`config.mk`:
```
export PLATFORM = sky130hd
export DESIGN_NAME = elevator_call_dispatcher
export DESIGN_NICKNAME = d
export VERILOG_FILES = /design/src/rtl/elevator_call_dispatcher.sv
export SDC_FILE = /design/constraint.sdc
export NUM_CORES = 1
export LEC_CHECK = 0
export BUFFER_PORTS_ARGS = -buffer_cell sky130_fd_sc_hd__buf_2
export CAP_MARGIN = 20
export CORE_MARGIN = 2
export CORE_UTILIZATION = 35
export DETAILED_ROUTE_END_ITERATION = 6
export GPL_TIMING_DRIVEN = 0
export PLACE_DENSITY_LB_ADDON = 0.2
export SETUP_SLACK_MARGIN = 0.05
export SYNTH_ARGS = -nofsm -noshare
export SYNTH_HDL_FRONTEND = slang
export SYNTH_SLANG_ARGS = --single-unit
```
`constraint.sdc`:
```
create_clock -name clk -period 2.3 [get_ports clk]
set_input_delay 0.575 -clock clk [delete_from_list [all_inputs] [get_ports clk]]
set_output_delay 0.575 -clock clk [all_outputs]
set_load 0.03 [all_outputs]
```
`src/rtl/elevator_call_dispatcher.sv`:
```
// elevator_call_dispatcher: syncs/debounces call buttons and lock key,
// latches floor calls, and dispatches one button pulse per call to the car.
// Ports: clk, reset (async high); raw_call[2:0], raw_lock_key (async raw);
// floor_fb[2:0] one-hot car floor; button_1..3 pulses, hold, lock,
// pending[2:0] outstanding calls, timeout_err pulse on SERVE timeout.
module elevator_call_dispatcher #(
  parameter int DEBOUNCE_CYCLES = 4,
  parameter int DWELL_CYCLES    = 8,
  parameter int TIMEOUT_CYCLES  = 64
) (
  input  logic       clk,
  input  logic       reset,
  input  logic [2:0] raw_call,
  input  logic       raw_lock_key,
  input  logic [2:0] floor_fb,
  output logic       button_1,
  output logic       button_2,
  output logic       button_3,
  output logic       hold,
  output logic       lock,
  output logic [2:0] pending,
  output logic       timeout_err
);

  localparam int DBW = $clog2(DEBOUNCE_CYCLES) + 1;
  localparam int DWW = $clog2(DWELL_CYCLES) + 1;
  localparam int TOW = $clog2(TIMEOUT_CYCLES) + 1;

  typedef enum logic [1:0] {
    IDLE,
    ISSUE,
    SERVE,
    DWELL
  } state_t;

  // Bit 3 is the lock key, bits 2:0 the floor calls.
  logic [3:0]     raw_in;
  logic [3:0]     s1;
  logic [3:0]     s2;
  logic [3:0]     deb;
  logic [3:0]     deb_q;
  logic [DBW-1:0] dcnt [4];
  logic [3:0]     ev;

  assign raw_in = {raw_lock_key, raw_call};
  assign ev     = deb & ~deb_q;

  always_ff @(posedge clk or posedge reset) begin
    if (reset) begin
      s1    <= '0;
      s2    <= '0;
      deb   <= '0;
      deb_q <= '0;
      for (int i = 0; i < 4; i++) dcnt[i] <= '0;
    end else begin
      s1    <= raw_in;
      s2    <= s1;
      deb_q <= deb;
      for (int i = 0; i < 4; i++) begin
        if (s2[i] == deb[i]) begin
          dcnt[i] <= '0;
        end else if (dcnt[i] == DBW'(DEBOUNCE_CYCLES - 1)) begin
          deb[i]  <= s2[i];
          dcnt[i] <= '0;
        end else begin
          dcnt[i] <= dcnt[i] + 1'b1;
        end
      end
    end
  end

  logic       lock_ev;
  logic       lock_set;
  logic       call_ok;
  logic       abort;
  logic [2:0] call_set;

  assign lock_ev  = ev[3];
  assign lock_set = lock_ev & ~lock;
  // Calls are dropped while locked and on the toggle cycle itself.
  assign call_ok  = ~lock & ~lock_ev;
  assign call_set = ev[2:0] & {3{call_ok}};
  // Any lock activity forces the FSM back to IDLE.
  assign abort    = lock | lock_ev;

  // Nearest pending floor; ties and unknown position favour lower floors.
  logic [2:0] sel;

  always_comb begin
    sel = '0;
    if (floor_fb == 3'b010) begin
      if (pending[1])      sel = 3'b010;
      else if (pending[0]) sel = 3'b001;
      else if (pending[2]) sel = 3'b100;
    end else if (floor_fb == 3'b100) begin
      if (pending[2])      sel = 3'b100;
      else if (pending[1]) sel = 3'b010;
      else if (pending[0]) sel = 3'b001;
    end else begin
      if (pending[0])      sel = 3'b001;
      else if (pending[1]) sel = 3'b010;
      else if (pending[2]) sel = 3'b100;
    end
  end

  state_t         state;
  logic [2:0]     tgt;
  logic [2:0]     btn;
  logic [TOW-1:0] to_cnt;
  logic [DWW-1:0] dw_cnt;
  logic           arrive;
  logic [2:0]     clr;

  assign arrive = (state == SERVE) && ((floor_fb & tgt) != 3'b000);
  assign clr    = arrive ? tgt : 3'b000;

  always_ff @(posedge clk or posedge reset) begin
    if (reset) begin
      state       <= IDLE;
      tgt         <= '0;
      btn         <= '0;
      hold        <= 1'b0;
      lock        <= 1'b0;
      pending     <= '0;
      timeout_err <= 1'b0;
      to_cnt      <= '0;
      dw_cnt      <= '0;
    end else begin
      btn         <= '0;
      timeout_err <= 1'b0;
      lock        <= lock ^ lock_ev;
      if (lock_set) pending <= '0;
      else pending <= (pending | call_set) & ~clr;
      if (abort) begin
        state <= IDLE;
        hold  <= 1'b0;
      end else begin
        unique case (state)
          IDLE: begin
            if (pending != 3'b000) begin
              tgt   <= sel;
              btn   <= sel;
              state <= ISSUE;
            end
          end
          ISSUE: begin
            to_cnt <= '0;
            state  <= SERVE;
          end
          SERVE: begin
            if (arrive) begin
              hold   <= 1'b1;
              dw_cnt <= DWW'(1);
              state  <= DWELL;
            end else if (to_cnt == TOW'(TIMEOUT_CYCLES - 1)) begin
              timeout_err <= 1'b1;
              state       <= IDLE;
            end else begin
              to_cnt <= to_cnt + 1'b1;
            end
          end
          DWELL: begin
            if (dw_cnt == DWW'(DWELL_CYCLES)) begin
              hold  <= 1'b0;
              state <= IDLE;
            end else begin
              dw_cnt <= dw_cnt + 1'b1;
            end
          end
          default: state <= IDLE;
        endcase
      end
    end
  end

  assign button_1 = btn[0];
  assign button_2 = btn[1];
  assign button_3 = btn[2];

endmodule

```
==> implementation parameters, run 1 <==
Parameter                              Value

Synth
  Post-synthesis cell type count ... between 40 and 50
  Number of flops mapped to enable cells by yosys ... 0
  Ys async rst share ... 100%
  Area share of the leading cell type in the synthesized netlist ... between 50 and 60%
  Warning count from the yosys run ... 0
  Synthesized netlist cell count ... approximately 200
  Syn Nets ... 217
  Leading post-synthesis cells by cell area ... dfrtp_1, ha_1, nand2_1
  Top FF cell, synth ... dfrtp_1
  Number of flip-flops and latches in the synthesized netlist ... 53
  Cell Area, Synth ... between 2000 and 2500 µm²
  Average footprint of a synthesized cell ... between 10 and 15 µm²
  Sequential fraction of the synthesis area ... 57.5%
  Cell accounting for the most synthesized area ... dfrtp_1

Critical path
  Buffering stage count on the worst path with inverters included ... 1
  R2R setup slack ... about 0.25 ns
  Critical path's slowest cell ... dfrtp_1
  Largest stage delay, worst path ... roughly 0.43 ns
  Top cell family by delay on the critical path ... simple AND/OR/NAND/NOR gates
  Startpoint type of the worst setup path ... flop
  Critical Setup Path Class ... reg -> reg
  Data arrival at the endpoint of the critical path ... 2.25 ns
  Crit path capture type ... flop
  Data required time at the worst endpoint ... 2.49 ns
  Critical path cell sequence ... nand2b_1, ha_1, clkbuf_1, nand2_1, or2_2, a32o_1
  Largest fanout on the critical path ... 10

Final layout
  Share of layout cells above drive strength 1 ... between 15 and 20%
  Fill cell instance count of the final layout ... about 600
  Final Core Density ... between 40% and 50%
  Area growth from synthesis to final layout ... 14.4%
  Finished Layout Cells ... ~300
  Leading cell type in the layout, fill and taps excluded ... dfrtp_1
  Nets ... around 240
  Highest-count cells in the layout ignoring fill and taps ... dfrtp_1, nand2_1, buf_2, inv_1
  Diode insertion count for antenna repair ... 0

Clock network
  Hold_buf cts ... 0
  Clock insertion delay at the later pin of the skew report ... roughly 0.3 ns
  Clock tree root driver cell ... clkbuf_8
  Clock Sinks ... between 50 and 60
  TritonCTS buffer count ... 5
  Setup bufs post-CTS ... 2
  CTS HTree Levels ... 2
  PostCTS Resize Cnt ... 0
  Clk slew on worst S/H paths ... 0.09 ns
  Buffer depth of the longest clock path ... 2
  CTS tree ... built

Global routing
  Antenna violations before repair ... 0
  Overall fraction of global-route tracks in use ... roughly an eighth
  Global-route wire length before repair ... 7240 µm
  Number of global-route vias before repair ... 1504
  Largest net degree at the start of global routing ... between 40 and 50
  Total global routing overflow ... 0

Pwr
  Areal power density over the cells ... approximately 1200 nW/µm²
  IR drop worst, VDD ... a little over 0.0006 V
  Overall power of the completed layout ... ~0.0032 W
  Static leakage ... roughly 1.2 nW

Timing
  Final worst path period need ... about 2.1 ns
  Slew Limit Headroom ... slightly above 70%
  Final critical-path share of the clock period ... between 80% and 90%
  Final Hold Viols ... 0
  Number of setup violations in the final report ... 0
  Number of slew-limit violations in the final report ... 0
  Final worst-path setup slack ... around 0.25 ns
  Setup repair after global routing missed its margin ... false
  Worst-margin pin slew ... 0.434 ns
  Upper clock frequency limit ... roughly 490 MHz
  Final sum of negative setup slack ... 0 ns
  Worst Clk Skew ... 0.00270 ns

Placed design
  Detail Placement HPWL ... ~2800 µm
  Routability-driven placement congestion ratio ... 0.809
  Port buffer count ... 17
  Number of placed cells counting well taps ... 294
  Pre-CTS setup slack ... -0.269 ns

Floorplanning
  Boundary Pins ... 18
  Row count ... 29
  Area of the die ... approximately 7300 µm²
  X dimension of the die ... 85.2 µm
  Die Y ... around 85 µm
  Starting density of the core ... a little over a third
  Core box area ... about 6300 µm²

Routing
  Initial drt markers ... 119
  Count of nets left with antenna violations after detail routing ... 0
  Vias per cell ... between 5 and 6
  Wirelength per Cell ... about 13 µm
  Drc violations ... 0
  Total iterations of the first detailed-routing run ... 5
  Via total after detailed routing ... 1559
  Total length of routed wires ... 4080 µm

Job
  Reported max-cap violation count ... 0

Worst hold path
  Hold/Removal Path Class ... in -> async

Run status
  Outcome ... completed
[logic make-up after synthesis]
logic type / share of synthesized area (%)
buffers and inverters: 2.28
adders and majority gates: 4.88
xor gates and xnor gates: 1.90
and+or+nand+nor: 16.5
muxes: 3.25
AOI/OAI and AO/OA: 13.7
DFF: 57.5
[where the power goes]
part / switching, W / internal (W) / leakage, nW
combinational: 0.000650 / 0.000479 / 0.509
sequential: 0.000242 / 0.00121 / 0.669
clock: 0.000288 / 0.000355 / 0.0585
[layout make-up]
class | instances | area, µm² | area share [%]
buffer | 3 | 11.3 | 0.426
clock buffer | 7 | 86.3 | 3.27
clock inverter | 1 | 30.0 | 1.14
inverter | 11 | 41.3 | 1.56
multi-input combinational | 132 | 930 | 35.2
sequential | 53 | 1330 | 50.2
tap | 77 | 96.3 | 3.65
timing repair buffer | 20 | 120 | 4.55
[state kept, by name, indices dropped and copies added, names as in the netlist, 4 cells and up]
signal / flops
dw_cnt: 4
deb: 4
to_cnt: 7
s2: 4
dcnt: 12
s1: 4
deb_q: 4
[routing by layer]
metal	up-vias	track usage, %	wire (µm)
met1	752	18.3	2110
met5	-	0	0
met2	37	17.4	1740
li1	765	-	-
met3	5	3.21	181
met4	0	4.33	52
[path summary, 6_finish.rpt]
path                         from   endpoint  depth (start not counted)
min in group clk            s1[1]      s2[1]                          0
max in group asynchronous   reset     btn[1]                          3
setup / recovery           deb[3]  to_cnt[0]                          6
hold reg to reg             s1[1]      s2[1]                          0
setup reg to reg           deb[3]  to_cnt[0]                          6
hold / removal              reset    dcnt[0]                          2
[through the flow]
step | hold WS, ns | cell area, µm²
2_1_floorplan | 0.331 | 2310
3_3_place_gp | 0.332 | 2490
3_5_place_dp | 0.335 | 2510
4_1_cts | 0.191 | 2640
5_1_grt | 0.204 | 2640
6_report | 0.195 | 2640
[Yosys cell counts (all sizes together) (4+ instances only)]
cell type / instances
ha: 9
dfrtp: 53
inv: 11
nor3b: 7
nor3: 5
mux2: 4
xnor2: 5
nand3: 6
nand2b: 7
o21ai: 10
nor2b: 9
nand2: 18
or2: 4
a21o: 4
Note: power is estimated with default switching activity, not from simulation.
==> run 2: changes to the inputs <==
==> constraint.sdc (replaced) <==
create_clock -name clk -period 1.95 [get_ports clk]
set_input_delay 0.4875 -clock clk [delete_from_list [all_inputs] [get_ports clk]]
set_output_delay 0.4875 -clock clk [all_outputs]
set_load 0.03 [all_outputs]
==> run 2 against run 1 <==
Against the previous run:
- wire length increased by 1.7%
- total power grew 17%
- largest power group unchanged
- clock skew rose by 0.0072 ns
- highest routed layer unchanged
- largest cell class unchanged
- critical endpoint is now to_cnt[5]
- critical path type unchanged
- sequential power rose by 19%
- design area grew 0.43%
==> implementation parameters, run 2 (same netlist as run 1, synthesis figures left out) <==
Parameter                              Value

Clock network
  Clk slew on worst S/H paths ... 0.10 ns
  CTS tree ... built
  TritonCTS buffer count ... 5
  Clock tree root driver cell ... clkbuf_8
  Clock insertion delay at the later pin of the skew report ... 0.31 ns
  Buffer depth of the longest clock path ... 2
  Clock Sinks ... between 50 and 60
  CTS HTree Levels ... 2
  Hold_buf cts ... 0

Global routing
  Total global routing overflow ... 0
  Overall fraction of global-route tracks in use ... between 10% and 20%
  Antenna violations before repair ... 0
  Global-route wire length before repair ... around 7500 µm
  Number of global-route vias before repair ... approximately 1600
  Largest net degree at the start of global routing ... 35

Timing
  Min Hold Slack ... between 0.15 and 0.2 ns
  Final critical-path share of the clock period ... between 90 and 100%
  Slew Limit Headroom ... about two thirds
  Final worst-path setup slack ... between 0.1 and 0.15 ns
  Final worst path period need ... around 1.8 ns
  Worst Clk Skew ... 0.00989 ns
  Setup repair after global routing missed its margin ... true
  Number of slew-limit violations in the final report ... 0
  Final Hold Viols ... 0
  Number of setup violations in the final report ... 0
  Worst-margin pin slew ... about 0.48 ns
  Upper clock frequency limit ... roughly 550 MHz

Critical path
  Crit path capture type ... flop
  R2R setup slack ... approximately 0.14 ns
  Startpoint type of the worst setup path ... flop
  Count of cells along the worst register-to-register path ... 5
  Critical Setup Path Class ... reg -> reg
  Crit Reg-Reg Startpoint ... tgt[2]
  Critical R2R Capture ... to_cnt[5]
  Data required time at the worst endpoint ... between 2 and 2.5 ns
  Largest fanout on the critical path ... 6
  Data arrival at the endpoint of the critical path ... around 2.0 ns

Final layout
  Leading cell type in the layout, fill and taps excluded ... dfrtp_1
  Top Registers ... dcnt x12, to_cnt x7
  FF+latch area ... between 1000 and 1500 µm²
  Finished Layout Cells ... approximately 310
  Highest-count cells in the layout ignoring fill and taps ... dfrtp_1, nand2_1, buf_2, inv_1
  Share of layout cells above drive strength 1 ... 20.0%
  Top reg by flops ... dcnt
  Area growth from synthesis to final layout ... 14.9%
  Number of flip-flops in the largest register ... 12
  Nets ... approximately 250
  Area taken by multi-input logic gates ... roughly 930 µm²
  Fill cell instance count of the final layout ... around 600
  Total non-filler cell area in the finished layout ... ~2700 µm²
  Final Core Density ... between 40% and 50%
  Diode insertion count for antenna repair ... 0

Floorplanning
  Die Y ... around 85 µm
  Starting density of the core ... a little over a third
  Row count ... 29
  X dimension of the die ... ~85 µm
  Boundary Pins ... 18
  Area of the die ... slightly above 7000 µm²
  Core box area ... 6350 µm²

Run status
  Outcome ... completed

Routing
  Total iterations of the first detailed-routing run ... 4
  Vias per cell ... around 5.1
  Initial drt markers ... 59
  Drc violations ... 0
  Total length of routed wires ... a little over 4000 µm
  Wirelength per Cell ... roughly 14 µm
  Via total after detailed routing ... approximately 1600
  Count of nets left with antenna violations after detail routing ... 0

Placed design
  Post-DP Area ... between 2000 and 3000 µm²
  Routability-driven placement congestion ratio ... roughly 0.78
  Pre-CTS setup slack ... -0.500 ns
  Number of placed cells counting well taps ... about 300
  Detail Placement HPWL ... 2820 µm
  Port buffer count ... 17

Pwr
  Static leakage ... approximately 1.3 nW
  Areal power density over the cells ... ~1400 nW/µm²
  IR drop worst, VDD ... slightly below 0.0006 V

Job
  Reported max-cap violation count ... 0

Worst hold path
  Hold/Removal Path Class ... in -> async
[run 2: cell count changes in the layout (fill, tap and decap cells not counted), sizes merged]
| cell | previous run | this run |
|---|---|---|
| buf | 20 | 24 |
| inv | 11 | 12 |
| clkinv | 0 | 1 |
| bufinv | 1 | 0 |
| clkbuf | 10 | 8 |
[run 2: stage by stage]
step / setup TNS (ns) / total power, W
after floorplan: -0.0395 / 0.00267
after global placement: -32.28 / 0.00303
after detailed placement: -2.98 / 0.00305
after CTS: 0 / 0.00377
after global routing: 0 / 0.00409
final: 0 / 0.00378
[run 2: timing repair]
| item | in CTS | in global routing |
|---|---|---|
| endpoints found under the setup margin | 12 | 6 |
| gates resized for setup | 1 | 5 |
| hold endpoints to repair | 0 | 0 |
| setup buffers | 3 | 2 |
| pin swaps | 1 | 1 |
[run 2: area by class of cell]
type,count,share of cell area [%]
Buffer,3,0.613
Clock buffer,6,3.11
Clock inverter,2,0.660
Inverter,11,1.56
Multi-Input combinational cell,132,35.0
Sequential cell,53,50.0
Tap cell,77,3.63
Timing Repair Buffer,23,5.38
[run 2: worst max-delay path by stage]
stage	slack, ns	from	end
after detailed placement	-0.50	floor_fb[0]	to_cnt[5]
after global placement	-0.58	floor_fb[0]	to_cnt[5]
final	0.14	tgt[2]	to_cnt[5]
after CTS	0.06	deb[3]	to_cnt[0]
after floorplan	-0.04	floor_fb[0]	to_cnt[5]
after global routing	0.03	tgt[2]	to_cnt[5]
[run 2: critical path, stage by stage, from the launching register on]
cell      delay, ns
dfrtp_1        0.44
a222oi_1       0.36
buf_4          0.20
o21ai_2        0.08
or3_4          0.39
o311ai_1       0.24
[run 2: metal layers]
metal	GRT usage, %	vias to the layer above	routed length (µm)
met5	0	-	0
met3	3.60	8	187
met4	4.33	0	66
met2	19.2	36	1790
li1	-	771	-
met1	18.2	745	2110
[run 2: where the power goes]
group          total, W  switching, W  leakage, nW  internal [W]
clock          0.000671      0.000375       0.0518      0.000295
sequential      0.00172      0.000288        0.669       0.00143
combinational   0.00139      0.000779        0.530      0.000612
total           0.00378       0.00144         1.25       0.00233
==> run 3: changes to the inputs <==
--- a/config.mk
+++ b/config.mk
@@ -8,8 +8,9 @@
 export BUFFER_PORTS_ARGS = -buffer_cell sky130_fd_sc_hd__buf_2
 export CAP_MARGIN = 20
 export CORE_MARGIN = 2
-export CORE_UTILIZATION = 35
+export CORE_UTILIZATION = 55
 export DETAILED_ROUTE_END_ITERATION = 6
+export GPL_ROUTABILITY_DRIVEN = 0
 export GPL_TIMING_DRIVEN = 0
 export PLACE_DENSITY_LB_ADDON = 0.2
 export SETUP_SLACK_MARGIN = 0.05
==> run 3 against run 2 <==
Against the previous run:
- combinational power hardly changed
- total power is 2.8% lower
- core utilization is 22 points higher
- via count is 3.5% higher
- wire length is 0.89% higher
- final cell count is 9.8% lower
- sequential share of layout area is 1.2 points higher
- sequential power hardly changed
- clock power is 10% lower
- register-to-register slack worse by 0.02 ns
- maximum frequency is 1.3% lower
- design area is 2.4% lower
- largest cell class unchanged
- highest routed layer unchanged
==> implementation parameters, run 3 (same netlist as run 1, synthesis figures left out) <==
Parameter                              Value

Pwr
  Pint ... 0.00226 W
  Combinational share of power ... 37.0%
  Sequential share of power ... 46.6%
  Portion of total power attributed to the clock network ... 16.4%
  Static leakage ... 1.23 nW
  Switching share of power ... a little under two fifths
  IR drop worst, VDD ... roughly 0.00080 V
  Areal power density over the cells ... between 1000 and 1500 nW/µm²
  Net Sw Power ... ~0.0014 W

Timing
  Final sum of negative setup slack ... 0 ns
  Upper clock frequency limit ... 546 MHz
  Worst-margin pin slew ... 0.483 ns
  Number of setup violations in the final report ... 0
  Final critical-path share of the clock period ... between 90% and 100%
  Number of slew-limit violations in the final report ... 0
  Worst Clk Skew ... between 0.009 and 0.01 ns
  Slew Limit Headroom ... 67.7%
  Final Hold Viols ... 0
  Setup repair after global routing missed its margin ... true
  Min Hold Slack ... about 0.19 ns
  Final worst path period need ... around 1.8 ns

Final layout
  Top Registers ... dcnt x12, to_cnt x7
  Diode insertion count for antenna repair ... 0
  Highest-count cells in the layout ignoring fill and taps ... dfrtp_1, nand2_1, buf_2, inv_1
  Leading cell type in the layout, fill and taps excluded ... dfrtp_1
  Nets ... between 200 and 250
  Top reg by flops ... dcnt
  Area growth from synthesis to final layout ... 12.1%
  Fill cell instance count of the final layout ... approximately 320
  Share of layout cells above drive strength 1 ... 18.5%
  Number of flip-flops in the largest register ... 12

Critical path
  Crit path capture type ... flop
  Data required time at the worst endpoint ... 2.15 ns
  R2R setup slack ... roughly 0.12 ns
  Critical R2R Capture ... to_cnt[5]
  Critical path cell sequence ... a222oi_1, buf_4, o21ai_2, or3_4, o311ai_2
  Largest stage delay, worst path ... about 0.44 ns
  Critical Setup Path Class ... reg -> reg
  Count of cells along the worst register-to-register path ... 5
  Critical path's slowest cell ... dfrtp_1
  Top cell family by delay on the critical path ... compound AO/OA/AOI/OAI gates
  Largest fanout on the critical path ... 6
  Crit Reg-Reg Startpoint ... tgt[0]
  Buffering stage count on the worst path with inverters included ... 1
  Data arrival at the endpoint of the critical path ... ~2.0 ns
  Startpoint type of the worst setup path ... flop

Worst hold path
  Hold/Removal Path Class ... in -> async

Clock network
  Clock tree root driver cell ... clkbuf_8
  Clock Sinks ... 53
  Clk slew on worst S/H paths ... 0.10 ns
  TritonCTS buffer count ... 5
  Clock insertion delay at the later pin of the skew report ... between 0.3 and 0.4 ns
  CTS tree ... built
  Buffer depth of the longest clock path ... 2
  CTS HTree Levels ... 2

Global routing
  Met3 routing resource usage after global routing ... under 10%
  Largest net degree at the start of global routing ... 33
  Total global routing overflow ... 0
  Number of global-route vias before repair ... ~1600
  Overall fraction of global-route tracks in use ... 20.5%
  Global route hottest layer ... met2
  Antenna violations before repair ... 0
  Met2 capacity usage during global routing ... a little over a third
  Met1 usage in global routing ... between 20% and 30%
  Global-route wire length before repair ... 6980 µm

Routing
  Vias per cell ... approximately 6
  Total iterations of the first detailed-routing run ... 4
  Via total after detailed routing ... around 1600
  Wirelength per Cell ... ~15 µm
  Initial drt markers ... roughly 170
  Count of nets left with antenna violations after detail routing ... 0
  Total length of routed wires ... 4190 µm
  Drc violations ... 0

Floorplanning
  Area of the die ... ~4700 µm²
  X dimension of the die ... 68.8 µm
  Row count ... 23
  Boundary Pins ... 18
  Core box area ... between 4000 and 5000 µm²
  Starting density of the core ... a little under three fifths
  Die Y ... around 69 µm

Job
  Reported max-cap violation count ... 0

Placed design
  Port buffer count ... 17
  Detail Placement HPWL ... 2950 µm

Run status
  Outcome ... completed
==> run 3: metal layers <==
metal	up-vias	share of wire, %
met4	0	1.9
li1	764	-
met3	9	3.4
met5	-	0
met2	39	54
met1	803	41
==> run 3: timing repair <==
| item | 4_1_cts | 5_1_grt |
|---|---|---|
| resized for setup | 1 | 4 |
| hold buffers | 0 | 0 |
| setup endpoints to repair | 12 | 5 |
| setup buffers | 2 | 0 |
| pin swaps | 1 | 0 |
==> run 3: worst max path at each step <==
stage                            from         to  depth (start not counted)
after floorplan           floor_fb[0]  to_cnt[5]                          4
after global placement    floor_fb[0]  to_cnt[5]                          5
after detailed placement  floor_fb[0]  to_cnt[5]                          5
after CTS                      deb[3]  to_cnt[0]                          6
after global routing           deb[3]  to_cnt[0]                          6
final                          tgt[0]  to_cnt[5]                          5
==> run 3: final cells by class <==
type	count	area [µm²]	area share, %
sequential	53	1330	51.2
multi-input combinational	132	937	36.2
timing repair buffer	20	120	4.64
clock buffer	6	72.6	2.80
tap	50	62.6	2.42
inverter	11	41.3	1.59
buffer	3	15.0	0.580
clock inverter	2	13.8	0.532
==> run 3: power by group through the flow <==
| stage | Sequential (W) | Combinational [W] | Clock [W] |
|---|---|---|---|
| floorplan | 0.00180 | 0.000874 | 0 |
| global placement | 0.00171 | 0.00124 | 0 |
| detailed placement | 0.00173 | 0.00131 | 0 |
| CTS | 0.00171 | 0.00136 | 0.000619 |
| global route | 0.00176 | 0.00154 | 0.000668 |
| finish | 0.00171 | 0.00136 | 0.000601 |
==> run 3: through the flow <==
| step | util, % | instance area [µm²] | setup slack [ns] | cells | total power [W] |
|---|---|---|---|---|---|
| CTS | 64.0 | 2580 | 0.0880 | 277 | 0.00369 |
| global placement | 61.0 | 2460 | -0.516 | 266 | 0.00295 |
| floorplan | - | 2310 | -0.0395 | 199 | 0.00267 |
| global route | 64.3 | 2590 | 0.0457 | 277 | 0.00398 |
| finish | 64.3 | 2590 | 0.118 | 277 | 0.00367 |
| detailed placement | 61.5 | 2480 | -0.511 | 267 | 0.00304 |
